--- src/rtl/lpddr2_pkg.sv ---
// rtl/lpddr2_pkg.sv - shared types and constants for the LPDDR2 request responder
package lpddr2_pkg;

   localparam int          LPDDR2_ADDR_W   = 27;
   localparam int          LPDDR2_DATA_W   = 32;
   localparam logic [31:0] LPDDR2_ERR_DATA = 32'hDEAD_BEEF;

   typedef enum logic [2:0] {
      ST_IDLE,
      ST_RD_CMD,
      ST_RD_WAIT,
      ST_WR_CMD,
      ST_ACK,
      ST_RELEASE
   } lpddr2_resp_state_t;

endpackage

--- src/rtl/req_timeout_counter.sv ---
// rtl/req_timeout_counter.sv - saturating cycle counter with clear and limit detect
module req_timeout_counter #(
   parameter int MAX = 1024,
   localparam int W  = $clog2(MAX + 1)
) (
   input  logic clk,
   input  logic rst,
   input  logic clear,
   input  logic enable,
   output logic expire
);

   localparam logic [W-1:0] LIMIT = W'(MAX);
   localparam logic [W-1:0] LAST  = W'(MAX - 1);

   logic [W-1:0] count;

   always_ff @(posedge clk or posedge rst) begin
      if (rst) begin
         count <= '0;
      end else if (clear) begin
         count <= '0;
      end else if (enable && count != LIMIT) begin
         count <= count + 1'b1;
      end
   end

   // Asserted on the edge at which the count reaches the limit.
   assign expire = enable && (count >= LAST);

endmodule

--- src/rtl/lpddr2_req_responder.sv ---
// rtl/lpddr2_req_responder.sv - CPU level-request to single-beat Avalon-MM responder
module lpddr2_req_responder
   import lpddr2_pkg::*;
#(
   parameter int                ADDR_W         = LPDDR2_ADDR_W,
   parameter int                DATA_W         = LPDDR2_DATA_W,
   parameter int                TIMEOUT_CYCLES = 1024,
   parameter logic [DATA_W-1:0] ERR_DATA       = DATA_W'(LPDDR2_ERR_DATA)
) (
   input  logic                clk,
   input  logic                rst,
   input  logic [ADDR_W-1:0]   req_address,
   input  logic [DATA_W-1:0]   req_write_data,
   input  logic                req_rreq,
   input  logic                req_wreq,
   output logic [DATA_W-1:0]   req_read_data,
   output logic                req_ack,
   output logic                req_busy,
   input  logic                init_done,
   output logic [ADDR_W-1:0]   avl_address,
   output logic                avl_read,
   output logic                avl_write,
   output logic [DATA_W-1:0]   avl_writedata,
   output logic [DATA_W/8-1:0] avl_byteenable,
   output logic [2:0]          avl_burstcount,
   input  logic                avl_waitrequest,
   input  logic [DATA_W-1:0]   avl_readdata,
   input  logic                avl_readdatavalid,
   output logic                timeout_err,
   output logic                conflict_err
);

   lpddr2_resp_state_t state, state_nxt;

   logic cap_rd, cap_wr, load_rdata, load_err, set_tmo, set_conflict;
   logic tmo_run, tmo_expire;

   assign tmo_run = (state == ST_RD_CMD) || (state == ST_RD_WAIT) || (state == ST_WR_CMD);

   req_timeout_counter #(
      .MAX (TIMEOUT_CYCLES)
   ) u_timeout (
      .clk    (clk),
      .rst    (rst),
      .clear  (!tmo_run),
      .enable (tmo_run),
      .expire (tmo_expire)
   );

   always_ff @(posedge clk or posedge rst) begin
      if (rst) begin
         state <= ST_IDLE;
      end else begin
         state <= state_nxt;
      end
   end

   always_comb begin
      state_nxt    = state;
      cap_rd       = 1'b0;
      cap_wr       = 1'b0;
      load_rdata   = 1'b0;
      load_err     = 1'b0;
      set_tmo      = 1'b0;
      set_conflict = 1'b0;
      case (state)
         ST_IDLE: begin
            if (init_done) begin
               if (req_wreq) begin
                  cap_wr       = 1'b1;
                  set_conflict = req_rreq;
                  state_nxt    = ST_WR_CMD;
               end else if (req_rreq) begin
                  cap_rd    = 1'b1;
                  state_nxt = ST_RD_CMD;
               end
            end
         end
         ST_RD_CMD: begin
            // Real data on the accepting edge beats a simultaneous timeout.
            if (!avl_waitrequest && avl_readdatavalid) begin
               load_rdata = 1'b1;
               state_nxt  = ST_ACK;
            end else if (tmo_expire) begin
               load_err  = 1'b1;
               set_tmo   = 1'b1;
               state_nxt = ST_ACK;
            end else if (!avl_waitrequest) begin
               state_nxt = ST_RD_WAIT;
            end
         end
         ST_RD_WAIT: begin
            if (avl_readdatavalid) begin
               load_rdata = 1'b1;
               state_nxt  = ST_ACK;
            end else if (tmo_expire) begin
               load_err  = 1'b1;
               set_tmo   = 1'b1;
               state_nxt = ST_ACK;
            end
         end
         ST_WR_CMD: begin
            if (!avl_waitrequest) begin
               state_nxt = ST_ACK;
            end else if (tmo_expire) begin
               set_tmo   = 1'b1;
               state_nxt = ST_ACK;
            end
         end
         ST_ACK: begin
            state_nxt = ST_RELEASE;
         end
         ST_RELEASE: begin
            // Held level requests must drop before another one is taken.
            if (!req_rreq && !req_wreq) begin
               state_nxt = ST_IDLE;
            end
         end
         default: begin
            state_nxt = ST_IDLE;
         end
      endcase
   end

   always_ff @(posedge clk or posedge rst) begin
      if (rst) begin
         avl_address   <= '0;
         avl_writedata <= '0;
         req_read_data <= '0;
         timeout_err   <= 1'b0;
         conflict_err  <= 1'b0;
      end else begin
         if (cap_rd || cap_wr) begin
            avl_address <= req_address;
         end
         if (cap_wr) begin
            avl_writedata <= req_write_data;
         end
         if (load_rdata) begin
            req_read_data <= avl_readdata;
         end else if (load_err) begin
            req_read_data <= ERR_DATA;
         end
         if (set_tmo) begin
            timeout_err <= 1'b1;
         end
         if (set_conflict) begin
            conflict_err <= 1'b1;
         end
      end
   end

   assign avl_read       = (state == ST_RD_CMD);
   assign avl_write      = (state == ST_WR_CMD);
   assign req_ack        = (state == ST_ACK);
   assign req_busy       = (state != ST_IDLE);
   assign avl_byteenable = '1;
   assign avl_burstcount = 3'd1;

endmodule

--- config.mk ---
export PLATFORM = sky130hd
export DESIGN_NAME = lpddr2_req_responder
export DESIGN_NICKNAME = d
export VERILOG_FILES = /design/src/rtl/lpddr2_pkg.sv /design/src/rtl/req_timeout_counter.sv /design/src/rtl/lpddr2_req_responder.sv
export SDC_FILE = /design/constraint.sdc
export NUM_CORES = 1
export LEC_CHECK = 0
export ABC_AREA = 1
export CORE_MARGIN = 4
export CORE_UTILIZATION = 43
export CTS_CLUSTER_SIZE = 40
export DETAILED_ROUTE_END_ITERATION = 10
export GPL_ROUTABILITY_DRIVEN = 0
export GPL_TIMING_DRIVEN = 0
export MAX_ROUTING_LAYER = met4
export PLACE_DENSITY_LB_ADDON = 0.3
export SLEW_MARGIN = 5
export SYNTH_ARGS = -nofsm -noshare
export SYNTH_HDL_FRONTEND = slang
export SYNTH_SLANG_ARGS = --single-unit
--- constraint.sdc ---
create_clock -name clk -period 4 [get_ports clk]
set_clock_uncertainty 0.1 [all_clocks]
set_input_delay 0.4 -clock clk [delete_from_list [all_inputs] [get_ports clk]]
set_output_delay 0.4 -clock clk [all_outputs]
set_load 0.005 [all_outputs]
# Word level (Yosys, flattened, before mapping)
# Cells that the tools add are included.
[word_totals]
register_bits = 107
input_bits = 98
output_inout_bits = 104
word_cells = 68
[classes]
n_addsub = 1
magnitude_cmp = 1
eq_ne = 11
muxes = 34
reduce_logical = 14
[op_table]
columns = ["op", "count"]
rows = [
  ["two-way mux 32 bit", 2],
  ["two-way mux 3 bit", 10],
  ["two-way mux 11 bit", 2],
  ["one-hot mux 3 bit (6 select lines)", 1],
  ["two-way mux 1 bit", 16],
  ["adder 11 x 1 -> 11 bit, second input constant", 1],
  [">= comparator 11 x 10 -> 1 bit, second input constant", 1],
  ["!= test 11 bit, second input constant", 1],
  ["== test 3 x 2 -> 1 bit, second input constant", 2],
  ["== test 3 bit, second input constant", 2],
  ["!= test 2 bit, second input constant", 3],
  ["logical AND 1 bit", 4],
  ["!= test 4 x 2 -> 1 bit, second input constant", 1],
  ["one-hot mux 1 bit (2 select lines)", 2],
  ["AND reduction 4 bit", 1],
  ["== test 3 x 1 -> 1 bit, second input constant", 1],
  ["zero test 1 bit", 3],
  ["zero test 3 bit", 1],
  ["logical OR 1 bit", 3],
  ["!= test 3 bit, second input constant", 1],
  ["one-hot mux 1 bit (3 select lines)", 1],
  ["nonzero test 3 bit", 1],
  ["nonzero test 2 bit", 1],
]

# Longest topological paths before layout
[logic_depth]
depth_word = 9
mapped_depth = 11
ltp_nobuf = 10

# By module
# Synthesis repeated with hierarchy kept, for this count alone.
[hier_totals]
cells_unflattened = 649
hier_area_um2 = 5081.1
[modules_own_cells]
columns = ["mod", "n_inst", "cells_per_inst", "area_each_um2", "seq_area_each_um2"]
rows = [
  ["lpddr2_req_responder", 1, 537, 4329.2, 2402.3],
  ["req_timeout_counter", 1, 112, 752.0, 275.3],
]

# Worst setup path before layout
# OpenSTA, ideal clock, no wires.
[synth_path]
path_kind = "flip-flop to flip-flop"
start = "reg u_timeout.count[0]"
end = "reg req_read_data[0]"
setup_ps = 116
t_arrival_ps = 1403
t_required_ps = 3784
setup_slack_ps = 2381
stages_incl_launch_ff = 10
path_buffers = 1
synth_period_minus_slack_ps = 1619
cell_sequence = "dfrtp_1 > ha_1 > inv_1 > nor2_4 > nand3_2 > nand3_2 > nand3_4 > buf_2 > nand3_1 > nand2_1"
[synth_between]
elab_chain_len = 6
elab_cells_between_ends = 7
classes_between = "1 x order compare; 4 x mux; 2 x reduce/logical"
[synth_lines]
columns = ["element", "line", "text"]
rows = [
  ["start: declaration", "req_timeout_counter.sv:16", "logic [W-1:0] count;"],
  ["start signal: assignment", "req_timeout_counter.sv:24", "count <= count + 1'b1;"],
  [">= comparator 11 x 10 -> 1 bit (*)", "req_timeout_counter.sv:29", "assign expire = enable && (count >= LAST);"],
  ["logical AND 1 bit (*)", "req_timeout_counter.sv:29", ""],
  ["two-way mux 1 bit (*)", "lpddr2_req_responder.sv:84, lpddr2_req_responder.sv:96", ""],
  ["two-way mux 1 bit, on equally long branches", "lpddr2_req_responder.sv:93, lpddr2_req_responder.sv:81", ""],
  ["one-hot mux 1 bit (2 select lines) (*)", "lpddr2_req_responder.sv:66", "case (state)"],
  ["nonzero test 2 bit (no source line) (*)", "--", ""],
  ["end signal: assignment", "lpddr2_req_responder.sv:140", "req_read_data <= avl_readdata;"],
  ["end: declaration", "lpddr2_req_responder.sv:16", "output logic [DATA_W-1:0] req_read_data,"],
]
# Every way passes the cells marked *; elsewhere a longest branch is shown, timed or not.
# A chain may end at the register's enable or synchronous reset.

# Worst setup path in the final report
[layout_path]
start = "reg state[1]"
end = "out req_ack"
[layout_between]
elab_chain_len = 1
[layout_lines]
columns = ["element", "line", "text"]
rows = [
  ["start: declaration", "lpddr2_req_responder.sv:33", "lpddr2_resp_state_t state, state_nxt;"],
  ["start signal: assignment", "lpddr2_req_responder.sv:54", "state <= state_nxt;"],
  ["== test 3 bit", "lpddr2_req_responder.sv:155", "assign req_ack = (state == ST_ACK);"],
  ["end: declaration", "lpddr2_req_responder.sv:17", "output logic req_ack,"],
]
# No other way between the ends.

==> metrics <==
Clock Power Share 16.3%; Pleak 3.32 nW; top cell type's share of synthesized area 55.0%; HP Class in2async; hpwl dp 9250 um; TritonCTS clock tree built; worst endpoint required time 3.50 ns; clk buf depth 2; NetSw 1.49 mW; total power draw 5.03 mW; Multi-input gate area 1920 um2; initial antenna violation count 0; die area 13,100 um2; Flop pwr share 37.3%; hold slack 0.373 ns; Syn. warnings 0; Slew HR 60.9%; syn_area_per_cell 11.3 um2; max-cap check violation count 0; H-tree levels 3; # IOs 202; share of cells above drive strength 1 19.2%; global-route usage over all layers 18.8%; worst reg-to-reg path cell count 9; switching fraction of total power 29.7%; Hold Buf Count CTS 0; Resized Gates After CTS 0; Cell Area, Synth 4870 um2; worst-path maximum fanout 5; Die Span X 114 um; Final #Nets 742; flops & latches, synth 107; clock tree root buffer cell clkbuf_16; Synth area leaders dfrtp_1 55%, mux2_4 9.3%, mux2_2 6.7%, nand2_1 6.5%, nand3_1 4.2%; Startpoint Class flop; vias 3,756; VDD IR max 0.366 mV; Die Y 114 um; Storage cell area 2680 um2; vias in the first global route 3,896; filler instances 891; ant diodes 0; iteration count of the initial detailed-routing pass 4; Vias per Instance 4.77; DRT iter0 DRCs 159; P_int 3.53 mW; max-slew violations 0; num rows 38; CP Data Arrival Time 1.78 ns; Pwr per Cell Area 688 nW/um2; fmax 0.438 GHz; Gate Count Post-Synth 431; worst-margin pin slew 0.586 ns; Num CTS Buffers 9; RSZ-0062 raised after global routing no; Initial Utilization 44.3%; Post-route DRC 0; setup bufs post-CTS 0; area leader, netlist dfrtp_1; first-pass GRT wire length 19,000 um; GRT overflow 0; WL/cell 15.2 um; Placeable Area 11,000 um2; Yosys cell types 33; status complete, no violations; Period Utilization, post-route 57.1%; Comb power frac 46.4%; Final Hold Fails 0; Port Buffer Count 194; insertion delay to the later sink of the worst-skew pair 0.34 ns; crit path time final 2.28 ns; Seq/Total Area, Yosys 55.0%; largest net degree at the start of global routing 63; synth-to-layout area growth 50.1%; WS Path Type reg2out; antenna-violating nets left 0; Worst setup EP type output port; Setup-failing EPs final 0; clk slew on worst S/H paths 0.07 ns; total routed wirelength 12,000 um; clk sinks 107
## metal layers
layer / vias to the layer above / track usage, % / part of all wire, %
met5: - / - / 0
met4: 0 / 5.78 / 1.5
met3: 14 / 5.55 / 8.2
met2: 157 / 30.0 / 49
met1: 1761 / 23.2 / 42
li1: 1824 / - / -
## final timing paths
| kind | slack (ns) | endpoint | start |
|---|---|---|---|
| max in group asynchronous | 2.73 | avl_writedata[23] | rst |
| min | 0.37 | avl_address[13] | rst |
| min in group clk | 0.38 | timeout_err | timeout_err |
| min reg2reg | 0.38 | timeout_err | timeout_err |
| max | 1.72 | req_ack | state[1] |
| max reg2reg | 2.12 | req_read_data[1] | u_timeout.count[0] |
## flip-flops by register name (all words and copies together) (netlist names)
name,count
timeout_err,1
avl_address,27
avl_writedata,32
conflict_err,1
state,3
u_timeout.count,11
req_read_data,32
## final cells by class
cell class,instances,area share (%)
buffer,23,2.67
multi-input combinational,281,26.2
timing repair buffer,195,27.0
clock buffer,12,3.37
sequential,107,36.6
clock inverter,4,0.360
inverter,25,1.35
tap,140,2.40
## critical path, stage by stage (launching register included)
cell             delay [ns]
dfrtp_1                0.44
nor2_2                 0.21
inv_1                  0.08
nor2_1                 0.16
clkdlybuf4s50_1        0.54
## cell families (layout without fill, tap and decap cells)
kind of cell / after synthesis / count (layout) / synth area share (%)
AO/OA/AOI/OAI: 18 / 18 / 2.39
XOR/XNOR: 2 / 2 / 0.360
adder cells (fa/ha/maj): 2 / 2 / 0.514
buffers and inverters: 48 / 259 / 5.99
flip-flops: 107 / 107 / 55.0
multiplexers: 59 / 59 / 16.0
other: 2 / 7 / 0.154
AND/OR/NAND/NOR: 193 / 193 / 19.6
## power groups by stage
| stage | Clock, mW | Sequential (mW) | Combinational [mW] |
|---|---|---|---|
| 2_1_floorplan | 0 | 1.90 | 1.01 |
| 3_3_place_gp | 0 | 1.87 | 2.30 |
| 3_5_place_dp | 0 | 1.89 | 2.36 |
| 4_1_cts | 0.837 | 1.88 | 2.37 |
| 5_1_grt | 0.885 | 1.94 | 2.53 |
| 6_report | 0.818 | 1.88 | 2.33 |
## Yosys cell counts
master	instances
a21oi_1	7
a31o_2	3
buf_2	6
buf_4	7
buf_6	10
conb_1	2
dfrtp_1	107
ha_1	2
inv_1	20
inv_2	4
inv_4	1
mux2_2	29
mux2_4	30
nand2_1	84
nand2_2	3
nand2_4	1
nand2_8	1
nand3_1	41
nand3_2	4
nand3_4	1
nand3b_1	1
nand4_1	5
nor2_1	17
nor2_2	4
nor2_4	2
nor3_1	3
nor4_1	1
o21ai_0	7
o22ai_4	1
or2_0	24
or2_2	1
xnor2_1	1
xor2_1	1
## through the flow
stage / worst slack (ns) / setup TNS [ns] / instance area (um2) / util [%] / std cells
after floorplan: 0.683 / 0 / 4890 / - / 436
after global placement: -0.831 / -88.18 / 7000 / 63.8 / 770
after detailed placement: 1.78 / 0 / 7030 / 64.0 / 771
after CTS: 1.69 / 0 / 7310 / 66.5 / 787
after global routing: 1.61 / 0 / 7310 / 66.5 / 787
final: 1.72 / 0 / 7310 / 66.5 / 787
## placed cells by master (no fill, tap or decap), drive strengths merged, types with 5 or more instances in the layout
cell type / n
clkdlybuf4s50: 194
dfrtp: 107
nand2: 89
mux2: 59
nand3: 46
or2: 25
inv: 25
buf: 24
nor2: 23
clkbuf: 12
o21ai: 7
a21oi: 7
conb: 7
nand4: 5
No activity file was read; power rests on OpenSTA's default activity.
